### src/rtl/vec_dot_mac_pkg.sv
// Shared types and Q-format constants for the vec_dot_mac dot-product PE.
// Latency: n/a (declarations only).
// Backpressure: n/a.
package vec_dot_pkg;

    // Control FSM states of the dot-product engine
    typedef enum logic [1:0] {
        IDLE = 2'd0,
        RUN  = 2'd1,
        FIN  = 2'd2,
        OUT  = 2'd3
    } state_t;

    // Default element format: Q1.4.11 in 16 bits
    localparam int DEF_DATA_W  = 16;
    localparam int DEF_FRAC_W  = 11;
    localparam int DEF_VEC_LEN = 16;

    // 1.0 in the default Q format
    localparam logic [DEF_DATA_W-1:0] ONE = 16'h0800;

    // Half of one result LSB as seen in the full-precision accumulator
    // (products carry 2*FRAC_W fractional bits), used for round-half-up
    localparam int HALF_LSB = 1 << (DEF_FRAC_W - 1);

endpackage

### src/rtl/vec_dot_mac_if.sv
// Operand/result handshake bundle for vec_dot_mac (valid/ready both sides).
// Latency: n/a (wiring only).
// Backpressure: in_ready/out_ready carry flow control; see vec_dot_mac.
interface vec_dot_mac_if
    import vec_dot_pkg::*;
#(
    parameter int DATA_W  = DEF_DATA_W,
    parameter int VEC_LEN = DEF_VEC_LEN
) ();

    logic                        in_valid;
    logic                        in_ready;
    logic [VEC_LEN*DATA_W-1:0]   vec_a;
    logic [VEC_LEN*DATA_W-1:0]   vec_b;
    logic                        out_valid;
    logic                        out_ready;
    logic [DATA_W-1:0]           dot_out;
    logic                        ovf;

    // Producer/consumer side (operand buffers + writeback stage)
    modport master (
        output in_valid, vec_a, vec_b, out_ready,
        input  in_ready, out_valid, dot_out, ovf
    );

    // Dot-product engine side
    modport slave (
        input  in_valid, vec_a, vec_b, out_ready,
        output in_ready, out_valid, dot_out, ovf
    );

endinterface

### src/rtl/vec_dot_mac_lane_sum.sv
// LANES signed multipliers feeding a pairwise adder tree, full precision.
// Latency: combinational, zero cycles.
// Backpressure: none; caller decides when the sum is consumed.
module vec_dot_lane_sum
    import vec_dot_pkg::*;
#(
    parameter int DATA_W = DEF_DATA_W,
    parameter int LANES  = 1,
    parameter int SUM_W  = 2*DATA_W + $clog2(LANES)
) (
    input  logic [LANES*DATA_W-1:0]  i_a,
    input  logic [LANES*DATA_W-1:0]  i_b,
    output logic signed [SUM_W-1:0]  o_sum
);

    // Heap-ordered tree: leaves at [LANES-1 .. 2*LANES-2], root at [0]
    localparam int NODES = 2*LANES - 1;

    logic signed [SUM_W-1:0]  w_node [NODES];
    logic signed [DATA_W-1:0] w_ak;
    logic signed [DATA_W-1:0] w_bk;

    // Multiply each lane pair, then reduce pairwise towards the root
    always_comb begin
        w_ak = '0;
        w_bk = '0;
        for (int n = 0; n < NODES; n++) begin
            w_node[n] = '0;
        end
        for (int k = 0; k < LANES; k++) begin
            w_ak = i_a[k*DATA_W +: DATA_W];
            w_bk = i_b[k*DATA_W +: DATA_W];
            w_node[LANES-1+k] = SUM_W'(w_ak) * SUM_W'(w_bk);
        end
        for (int n = LANES - 2; n >= 0; n--) begin
            w_node[n] = w_node[2*n+1] + w_node[2*n+2];
        end
        o_sum = w_node[0];
    end

endmodule

### src/rtl/vec_dot_mac.sv
// Signed fixed-point dot product, LANES terms/cycle, full-precision acc, single rescale.
// Latency: out_valid K+1 cycles after accept (K=VEC_LEN/LANES); no re-accept until result taken.
// Backpressure: in_ready only in IDLE; result held stable while out_ready=0. Macro VEC_DOT_MAC_SAT_EN selects saturate vs wrap.
module vec_dot_mac
    import vec_dot_pkg::*;
#(
    parameter int DATA_W  = DEF_DATA_W,
    parameter int FRAC_W  = DEF_FRAC_W,
    parameter int VEC_LEN = DEF_VEC_LEN,
    parameter int LANES   = 1,
    parameter int ACC_W   = 2*DATA_W + $clog2(VEC_LEN)
) (
    input  logic           clk,
    input  logic           rst_n,
    vec_dot_mac_if.slave   bus
);

    localparam int VEC_W  = VEC_LEN * DATA_W;
    localparam int LANE_W = LANES * DATA_W;
    localparam int SUM_W  = 2*DATA_W + $clog2(LANES);
    localparam int IDX_W  = $clog2(VEC_LEN + 1);

    localparam logic [IDX_W-1:0] LAST_IDX = IDX_W'(VEC_LEN - LANES);
    localparam logic [IDX_W-1:0] STEP     = IDX_W'(LANES);

    // Rounding offset and DATA_W result range, expressed at accumulator+1 width
    localparam logic signed [ACC_W:0] HALF = {{ACC_W{1'b0}}, 1'b1} << (FRAC_W - 1);
    localparam logic signed [ACC_W:0] MAXV = {{(ACC_W+2-DATA_W){1'b0}}, {(DATA_W-1){1'b1}}};
    localparam logic signed [ACC_W:0] MINV = {{(ACC_W+2-DATA_W){1'b1}}, {(DATA_W-1){1'b0}}};

    state_t                   r_state;
    state_t                   w_state_nxt;
    logic                     w_in_rdy;
    logic                     w_out_vld;
    logic                     w_accept;

    logic [VEC_W-1:0]         r_a;
    logic [VEC_W-1:0]         r_b;
    logic signed [ACC_W-1:0]  r_acc;
    logic [IDX_W-1:0]         r_idx;
    logic [DATA_W-1:0]        r_dot;
    logic                     r_ovf;

    logic signed [SUM_W-1:0]  w_sum;
    logic signed [ACC_W:0]    w_acc_ext;
    logic signed [ACC_W:0]    w_r;
    logic                     w_ovf_hi;
    logic                     w_ovf_lo;
    logic [DATA_W-1:0]        w_dot;

    assign w_accept = bus.in_valid && (r_state == IDLE);

    // Operands are shifted down each RUN cycle, so the lanes always read the low slice
    vec_dot_lane_sum #(
        .DATA_W (DATA_W),
        .LANES  (LANES),
        .SUM_W  (SUM_W)
    ) u_lane_sum (
        .i_a   (r_a[LANE_W-1:0]),
        .i_b   (r_b[LANE_W-1:0]),
        .o_sum (w_sum)
    );

    // Round half toward +inf, then range-check against the DATA_W signed range
    assign w_acc_ext = {r_acc[ACC_W-1], r_acc};
    assign w_r       = (w_acc_ext + HALF) >>> FRAC_W;
    assign w_ovf_hi  = (w_r > MAXV);
    assign w_ovf_lo  = (w_r < MINV);

`ifdef VEC_DOT_MAC_SAT_EN
    assign w_dot = w_ovf_hi ? MAXV[DATA_W-1:0] :
                   w_ovf_lo ? MINV[DATA_W-1:0] : w_r[DATA_W-1:0];
`else
    assign w_dot = w_r[DATA_W-1:0];
`endif

    // State register
    always_ff @(posedge clk) begin
        if (!rst_n) begin
            r_state <= IDLE;
        end else begin
            r_state <= w_state_nxt;
        end
    end

    // Next-state and handshake outputs
    always_comb begin
        w_state_nxt = r_state;
        w_in_rdy    = 1'b0;
        w_out_vld   = 1'b0;
        case (r_state)
            IDLE: begin
                w_in_rdy = 1'b1;
                if (bus.in_valid) begin
                    w_state_nxt = RUN;
                end
            end
            RUN: begin
                if (r_idx == LAST_IDX) begin
                    w_state_nxt = FIN;
                end
            end
            FIN: begin
                w_state_nxt = OUT;
            end
            OUT: begin
                w_out_vld = 1'b1;
                if (bus.out_ready) begin
                    w_state_nxt = IDLE;
                end
            end
            default: begin
                w_state_nxt = IDLE;
            end
        endcase
    end

    // Operand capture, accumulation and result registration
    always_ff @(posedge clk) begin
        if (!rst_n) begin
            r_a   <= '0;
            r_b   <= '0;
            r_acc <= '0;
            r_idx <= '0;
            r_dot <= '0;
            r_ovf <= 1'b0;
        end else begin
            case (r_state)
                IDLE: begin
                    if (w_accept) begin
                        r_a   <= bus.vec_a;
                        r_b   <= bus.vec_b;
                        r_acc <= '0;
                        r_idx <= '0;
                    end
                end
                RUN: begin
                    r_acc <= r_acc + ACC_W'(w_sum);
                    r_idx <= r_idx + STEP;
                    r_a   <= r_a >> LANE_W;
                    r_b   <= r_b >> LANE_W;
                end
                FIN: begin
                    r_dot <= w_dot;
                    r_ovf <= w_ovf_hi || w_ovf_lo;
                end
                default: begin
                end
            endcase
        end
    end

    assign bus.in_ready  = w_in_rdy;
    assign bus.out_valid = w_out_vld;
    assign bus.dot_out   = r_dot;
    assign bus.ovf       = r_ovf;

endmodule

### src/flat_wrapper.sv
// flat-port wrapper written by rule: the top's interface ports become plain ports
module vec_dot_mac_flat import vec_dot_pkg::*;
#(
    parameter int DATA_W  = DEF_DATA_W,
    parameter int FRAC_W  = DEF_FRAC_W,
    parameter int VEC_LEN = DEF_VEC_LEN,
    parameter int LANES   = 1,
    parameter int ACC_W   = 2*DATA_W + $clog2(VEC_LEN)
)
  (clk, rst_n, bus_in_valid, bus_vec_a, bus_vec_b, bus_out_ready, bus_in_ready, bus_out_valid, bus_dot_out, bus_ovf);
  vec_dot_mac_if #(.DATA_W(DATA_W), .VEC_LEN(VEC_LEN)) bus_i ();
  input  logic clk;
  input  logic rst_n;
  input wire logic [$bits(bus_i.in_valid)-1:0] bus_in_valid;
  input wire logic [$bits(bus_i.vec_a)-1:0] bus_vec_a;
  input wire logic [$bits(bus_i.vec_b)-1:0] bus_vec_b;
  input wire logic [$bits(bus_i.out_ready)-1:0] bus_out_ready;
  output wire logic [$bits(bus_i.in_ready)-1:0] bus_in_ready;
  output wire logic [$bits(bus_i.out_valid)-1:0] bus_out_valid;
  output wire logic [$bits(bus_i.dot_out)-1:0] bus_dot_out;
  output wire logic [$bits(bus_i.ovf)-1:0] bus_ovf;
  assign bus_i.in_valid = bus_in_valid;
  assign bus_i.vec_a = bus_vec_a;
  assign bus_i.vec_b = bus_vec_b;
  assign bus_i.out_ready = bus_out_ready;
  assign bus_in_ready = bus_i.in_ready;
  assign bus_out_valid = bus_i.out_valid;
  assign bus_dot_out = bus_i.dot_out;
  assign bus_ovf = bus_i.ovf;
  vec_dot_mac #(.DATA_W(DATA_W), .FRAC_W(FRAC_W), .VEC_LEN(VEC_LEN), .LANES(LANES), .ACC_W(ACC_W)) u_core (.clk(clk), .rst_n(rst_n), .bus(bus_i));
endmodule
### config.mk
export PLATFORM = sky130hd
export DESIGN_NAME = vec_dot_mac_flat
export DESIGN_NICKNAME = d
export VERILOG_FILES = /design/src/rtl/vec_dot_mac_pkg.sv /design/src/rtl/vec_dot_mac_if.sv /design/src/rtl/vec_dot_mac_lane_sum.sv /design/src/rtl/vec_dot_mac.sv /design/src/flat_wrapper.sv
export SDC_FILE = /design/constraint.sdc
export NUM_CORES = 2
export LEC_CHECK = 0
export BUFFER_PORTS_ARGS = -buffer_cell sky130_fd_sc_hd__buf_4
export CAP_MARGIN = 20
export CORE_MARGIN = 10
export CORE_UTILIZATION = 53
export CTS_CLUSTER_DIAMETER = 40
export DETAILED_ROUTE_END_ITERATION = 7
export PLACE_DENSITY = 0.75
export SYNTH_ARGS = -nofsm -noshare
export SYNTH_HDL_FRONTEND = slang
export SYNTH_SLANG_ARGS = --single-unit
### constraint.sdc
create_clock -name clk -period 7.14 [get_ports clk]
set_input_delay 2.142 -clock clk [delete_from_list [all_inputs] [get_ports clk]]
set_output_delay 2.142 -clock clk [all_outputs]
set_load 0.02 [all_outputs]
==> run_summary.xml <==
<?xml version="1.0" encoding="UTF-8"?>
<metrics>
  <group name="floorplan">
    <metric name="fp.dieH" unit="µm">272.5</metric>
    <metric name="io-pin-count" unit="">535</metric>
    <metric name="design.die.area" unit="µm²">74250</metric>
    <metric name="die_x" unit="µm">272.5</metric>
    <metric name="start_util" unit="">0.5357</metric>
    <metric name="placeableCoreArea" unit="µm²">63080</metric>
    <metric name="rows" unit="">92</metric>
  </group>
  <group name="clock_tree">
    <metric name="postCtsHoldBufs" unit="">0</metric>
    <metric name="cts_repair_resize_count" unit="">0</metric>
    <metric name="cts.reportedPaths.clkPinSlew" unit="ns">0.05</metric>
    <metric name="cts_max_level" unit="">3</metric>
    <metric name="tritoncts_clock_tree" unit="">built</metric>
    <metric name="cts_buffer_depth" unit="">3</metric>
    <metric name="num_cts_buffers" unit="">86</metric>
    <metric name="cts.repair_timing.setup_buffer_count" unit="">0</metric>
    <metric name="clock_latency" unit="ns">0.65</metric>
    <metric name="clockRootBuffer" unit="">clkbuf_16</metric>
    <metric name="clkSinkCount" unit="">572</metric>
  </group>
  <group name="synthesis">
    <metric name="synth_cell_type_count" unit="">57</metric>
    <metric name="avgSynthCellArea" unit="µm²">8.786</metric>
    <metric name="synth_top_cell_by_area" unit="">dfxtp_1</metric>
    <metric name="yosysTopAreaCellShare" unit="">0.3389</metric>
    <metric name="synth-seq-cells" unit="">572</metric>
    <metric name="mapped_nets" unit="">4790</metric>
    <metric name="synthFlopType" unit="">dfxtp_1</metric>
    <metric name="yosys.area_share.simple" unit="">0.1247</metric>
    <metric name="synthArstFlopShare" unit="">0</metric>
    <metric name="post_synth_instance_area" unit="µm²">33790</metric>
    <metric name="yosys.cell_count.top_type" unit="">dfxtp_1</metric>
    <metric name="synth_top_family_by_area" unit="">adder cells</metric>
    <metric name="synth_fa_ha_area_frac" unit="">0.2282</metric>
    <metric name="synth_top_cells_by_area" unit="">dfxtp_1, fa_1, o22ai_1, o21ai_0, nor2_1</metric>
    <metric name="ys_warn_count" unit="">0</metric>
    <metric name="post_synth_xor_xnor_area" unit="">0.01322</metric>
    <metric name="synth_top_cells_by_count" unit="">dfxtp_1, nor2_1, o21ai_0</metric>
    <metric name="post_synth_mux_area_share" unit="">0.02074</metric>
    <metric name="fraction_of_the_mapped_netlist_area_in_compound_gates" unit="">0.1984</metric>
    <metric name="synth_seq_area_share" unit="">0.3389</metric>
    <metric name="netlist_instances" unit="">3846</metric>
    <metric name="number_of_enable_type_register_cells_in_the_synthesized_netlist" unit="">0</metric>
  </group>
  <group name="routing">
    <metric name="vias_per_cell" unit="">5.676</metric>
    <metric name="antenna_violating_nets_post_route" unit="">0</metric>
    <metric name="detailedRoute.firstIterationViolations" unit="">3004</metric>
    <metric name="met3_layer_wire_length_in_the_routed_design" unit="µm">10470</metric>
    <metric name="first_pass_iters" unit="">5</metric>
    <metric name="dr_total_vias" unit="">29268</metric>
    <metric name="max_used_layer" unit="">met5</metric>
    <metric name="post-route-drc-count" unit="">0</metric>
    <metric name="drt-wirelength-per-cell" unit="µm">21.27</metric>
    <metric name="detail_route.wirelength" unit="µm">109700</metric>
    <metric name="routedLengthMet1" unit="µm">43470</metric>
    <metric name="wl_met2" unit="µm">50770</metric>
  </group>
  <group name="worst_setup_path">
    <metric name="crit_path_end_kind" unit="">register</metric>
    <metric name="critical_path_class" unit="">reg2reg</metric>
    <metric name="arrival" unit="ns">7.19</metric>
    <metric name="critPathRequiredTime" unit="ns">7.64</metric>
    <metric name="largest_fanout_on_the_critical_path" unit="">17</metric>
    <metric name="crit_path_max_incr_delay" unit="ns">0.89</metric>
    <metric name="worst_setup_path_start_kind" unit="">register</metric>
    <metric name="critical_path.cell_chain" unit="">nand2_1 -&gt; fa_1 -&gt; fa_1 -&gt; fa_1 -&gt; inv_1 -&gt; fa_1 -&gt; fa_1 -&gt; inv_1 -&gt; fa_1 -&gt; inv_1 -&gt; ha_1 -&gt; and4_1 -&gt; nand2_1 -&gt; o221ai_1 -&gt; nor2_1 -&gt; a21boi_0 -&gt; o21ai_0 -&gt; a21o_1 -&gt; a32o_1</metric>
    <metric name="worst_path_most_repeated_cell" unit="">fa_1</metric>
    <metric name="reg2reg_slack" unit="ns">0.45</metric>
    <metric name="reg2regPathDepth" unit="">19</metric>
    <metric name="reg2reg_to" unit="">u_core.r_acc[28]</metric>
    <metric name="critical_path.reg2reg.startpoint" unit="">u_core.r_b[1]</metric>
    <metric name="crit_path_top_delay_cell" unit="">fa_1</metric>
  </group>
  <group name="global_route">
    <metric name="maximum_number_of_pins_on_one_net_before_global_route_repair" unit="">244</metric>
    <metric name="first_global_vias" unit="">29349</metric>
    <metric name="grt_antenna_before_repair" unit="">41</metric>
    <metric name="track_usage" unit="">0.2866</metric>
    <metric name="grt_first_pass_wirelength" unit="µm">167800</metric>
    <metric name="overflow" unit="">0</metric>
  </group>
  <group name="timing">
    <metric name="setup_total_negative_slack" unit="ns">0</metric>
    <metric name="finalCritPeriodShare" unit="">0.9376</metric>
    <metric name="achievable-frequency" unit="MHz">149.4</metric>
    <metric name="rsz0062_at_grt" unit="">no</metric>
    <metric name="fin_crit" unit="ns">6.695</metric>
    <metric name="fin_ws" unit="ns">0.4452</metric>
    <metric name="slew-limit-headroom" unit="">0.2604</metric>
    <metric name="final_hold_viol_count" unit="">0</metric>
    <metric name="report.final.slew_viol_count" unit="">0</metric>
    <metric name="timing.final.setup_violations" unit="">0</metric>
    <metric name="tightestPinTransition" unit="ns">1.107</metric>
    <metric name="clock_skew" unit="ns">0.04537</metric>
  </group>
  <group name="min_path">
    <metric name="min_to" unit="">u_core.bus.dot_out[7]</metric>
    <metric name="worstHoldPathCells" unit="">1</metric>
    <metric name="hold_path.startpoint" unit="">u_core.bus.dot_out[7]</metric>
    <metric name="timing.hold.worst.class" unit="">reg2reg</metric>
  </group>
  <group name="pwr">
    <metric name="pwr_density_cell" unit="nW/µm²">608.7</metric>
    <metric name="cellLeakagePower" unit="nW">19.49</metric>
    <metric name="finalPower" unit="W">0.02512</metric>
    <metric name="ir_worst_vdd" unit="V">0.0004736</metric>
  </group>
  <group name="layout">
    <metric name="finish.cell_count_without_fillers" unit="">5156</metric>
    <metric name="area_growth" unit="%">22.16</metric>
    <metric name="share_of_post_route_cells_with_drive_strength_above_1" unit="">0.1718</metric>
    <metric name="ff_latch_area" unit="µm²">11450</metric>
    <metric name="final_nets" unit="">5155</metric>
    <metric name="final_core_utilization" unit="">0.6544</metric>
    <metric name="filler_cell_count" unit="">5260</metric>
    <metric name="multi_input_comb_area" unit="µm²">19830</metric>
  </group>
  <group name="placed_design">
    <metric name="routabilityCongestion" unit="">0.9143</metric>
    <metric name="dp_cells" unit="">4969</metric>
    <metric name="pre_cts_slack" unit="ns">0.5462</metric>
    <metric name="hpwlAfterDp" unit="µm">79770</metric>
    <metric name="buffer_ports.inserted" unit="">534</metric>
  </group>
  <group name="run">
    <metric name="reported_max_cap_violation_count" unit="">0</metric>
  </group>
  <group name="run_status">
    <metric name="run_status" unit="">completed</metric>
  </group>
</metrics>
routing by layer:
metal  up-vias  track usage
met5         -            0
met4        32       0.1351
met3       244      0.09502
met2      1143       0.4488
met1     14090       0.3534
li1      13759            -
per-stage QoR:
step	instance area (µm²)	hold slack, ns
2_1_floorplan	33790	0.4716
3_3_place_gp	38170	0.4652
3_5_place_dp	38170	0.4676
4_1_cts	41210	0.4813
5_1_grt	41270	0.4884
6_report	41280	0.4762
critical path: cells and delay by family, from the launching register on:
kind,cells,cell delay [ns]
and+or+nand+nor,4,0.70
adders and majority gates,7,3.77
buffers and inverters,3,0.19
DFF,1,0.73
AOI/OAI and AO/OA,5,1.16
placed cells by master (no fill, tap or decap), types with 5 or more instances in the layout:
master | synthesis | final
nor3_1 | 12 | 12
inv_6 | 0 | 12
nand3_1 | 21 | 20
clkbuf_8 | 0 | 9
clkbuf_1 | 257 | 5
bufinv_16 | 0 | 7
nor2_1 | 452 | 451
diode_2 | 0 | 25
o21a_1 | 6 | 5
and2_1 | 131 | 131
o211a_1 | 82 | 82
buf_12 | 0 | 8
mux2i_1 | 70 | 70
ha_1 | 114 | 113
clkinvlp_4 | 0 | 19
dfxtp_1 | 572 | 572
clkinv_4 | 0 | 10
nand4_1 | 11 | 11
xnor2_1 | 26 | 26
buf_4 | 0 | 555
clkinv_2 | 0 | 6
xor2_1 | 25 | 25
nor2b_1 | 55 | 55
and3_1 | 10 | 10
a21oi_1 | 36 | 36
a21o_1 | 10 | 10
fa_1 | 314 | 314
a22oi_1 | 50 | 50
o21ai_0 | 450 | 450
and4_1 | 5 | 5
nand2_1 | 239 | 238
clkbuf_16 | 0 | 86
inv_1 | 396 | 396
o22ai_1 | 417 | 417
worst max-delay path by stage:
stage,startpoint,endpoint,cells past startpoint
finish,u_core.r_b[1],u_core.r_acc[28],19
global route,u_core.r_a[15],u_core.r_acc[28],20
CTS,u_core.r_b[1],u_core.r_acc[28],19
detailed placement,u_core.r_a[15],u_core.r_acc[28],20
global placement,u_core.r_a[15],u_core.r_acc[34],20
floorplan,u_core.r_a[15],u_core.r_acc[29],21
layout make-up:
class                           count  area share
Multi-Input combinational cell   2591      0.4804
Sequential cell                   572      0.2774
Timing Repair Buffer              564      0.1052
Clock buffer                      100     0.05559
Inverter                          396     0.03601
Tap cell                          846     0.02564
Clock inverter                     62     0.01828
Antenna cell                       25    0.001516
sequential cells by signal, indices dropped and copies added (netlist names):
signal / count
u_core.r_b: 256
u_core.r_acc: 36
u_core.bus.ovf: 1
u_core.r_idx: 5
u_core.r_state: 2
u_core.r_a: 256
u_core.bus.dot_out: 16
logic make-up (layout without fill, tap and decap cells):
kind of cell | Yosys count | count (layout)
buf+inv | 683 | 1122
simple gates | 952 | 952
other cells | 0 | 25
xor+xnor | 51 | 51
flops | 572 | 572
fa+ha+maj | 428 | 428
compound gates | 1090 | 1090
mux | 70 | 70
power breakdown:
group	internal, W	switching [W]	total (W)
Combinational	0.00596	0.00887	0.0148
Clock	0.00263	0.00175	0.00438
Sequential	0.00466	0.00125	0.00592
(Power assumes the default switching activity.)
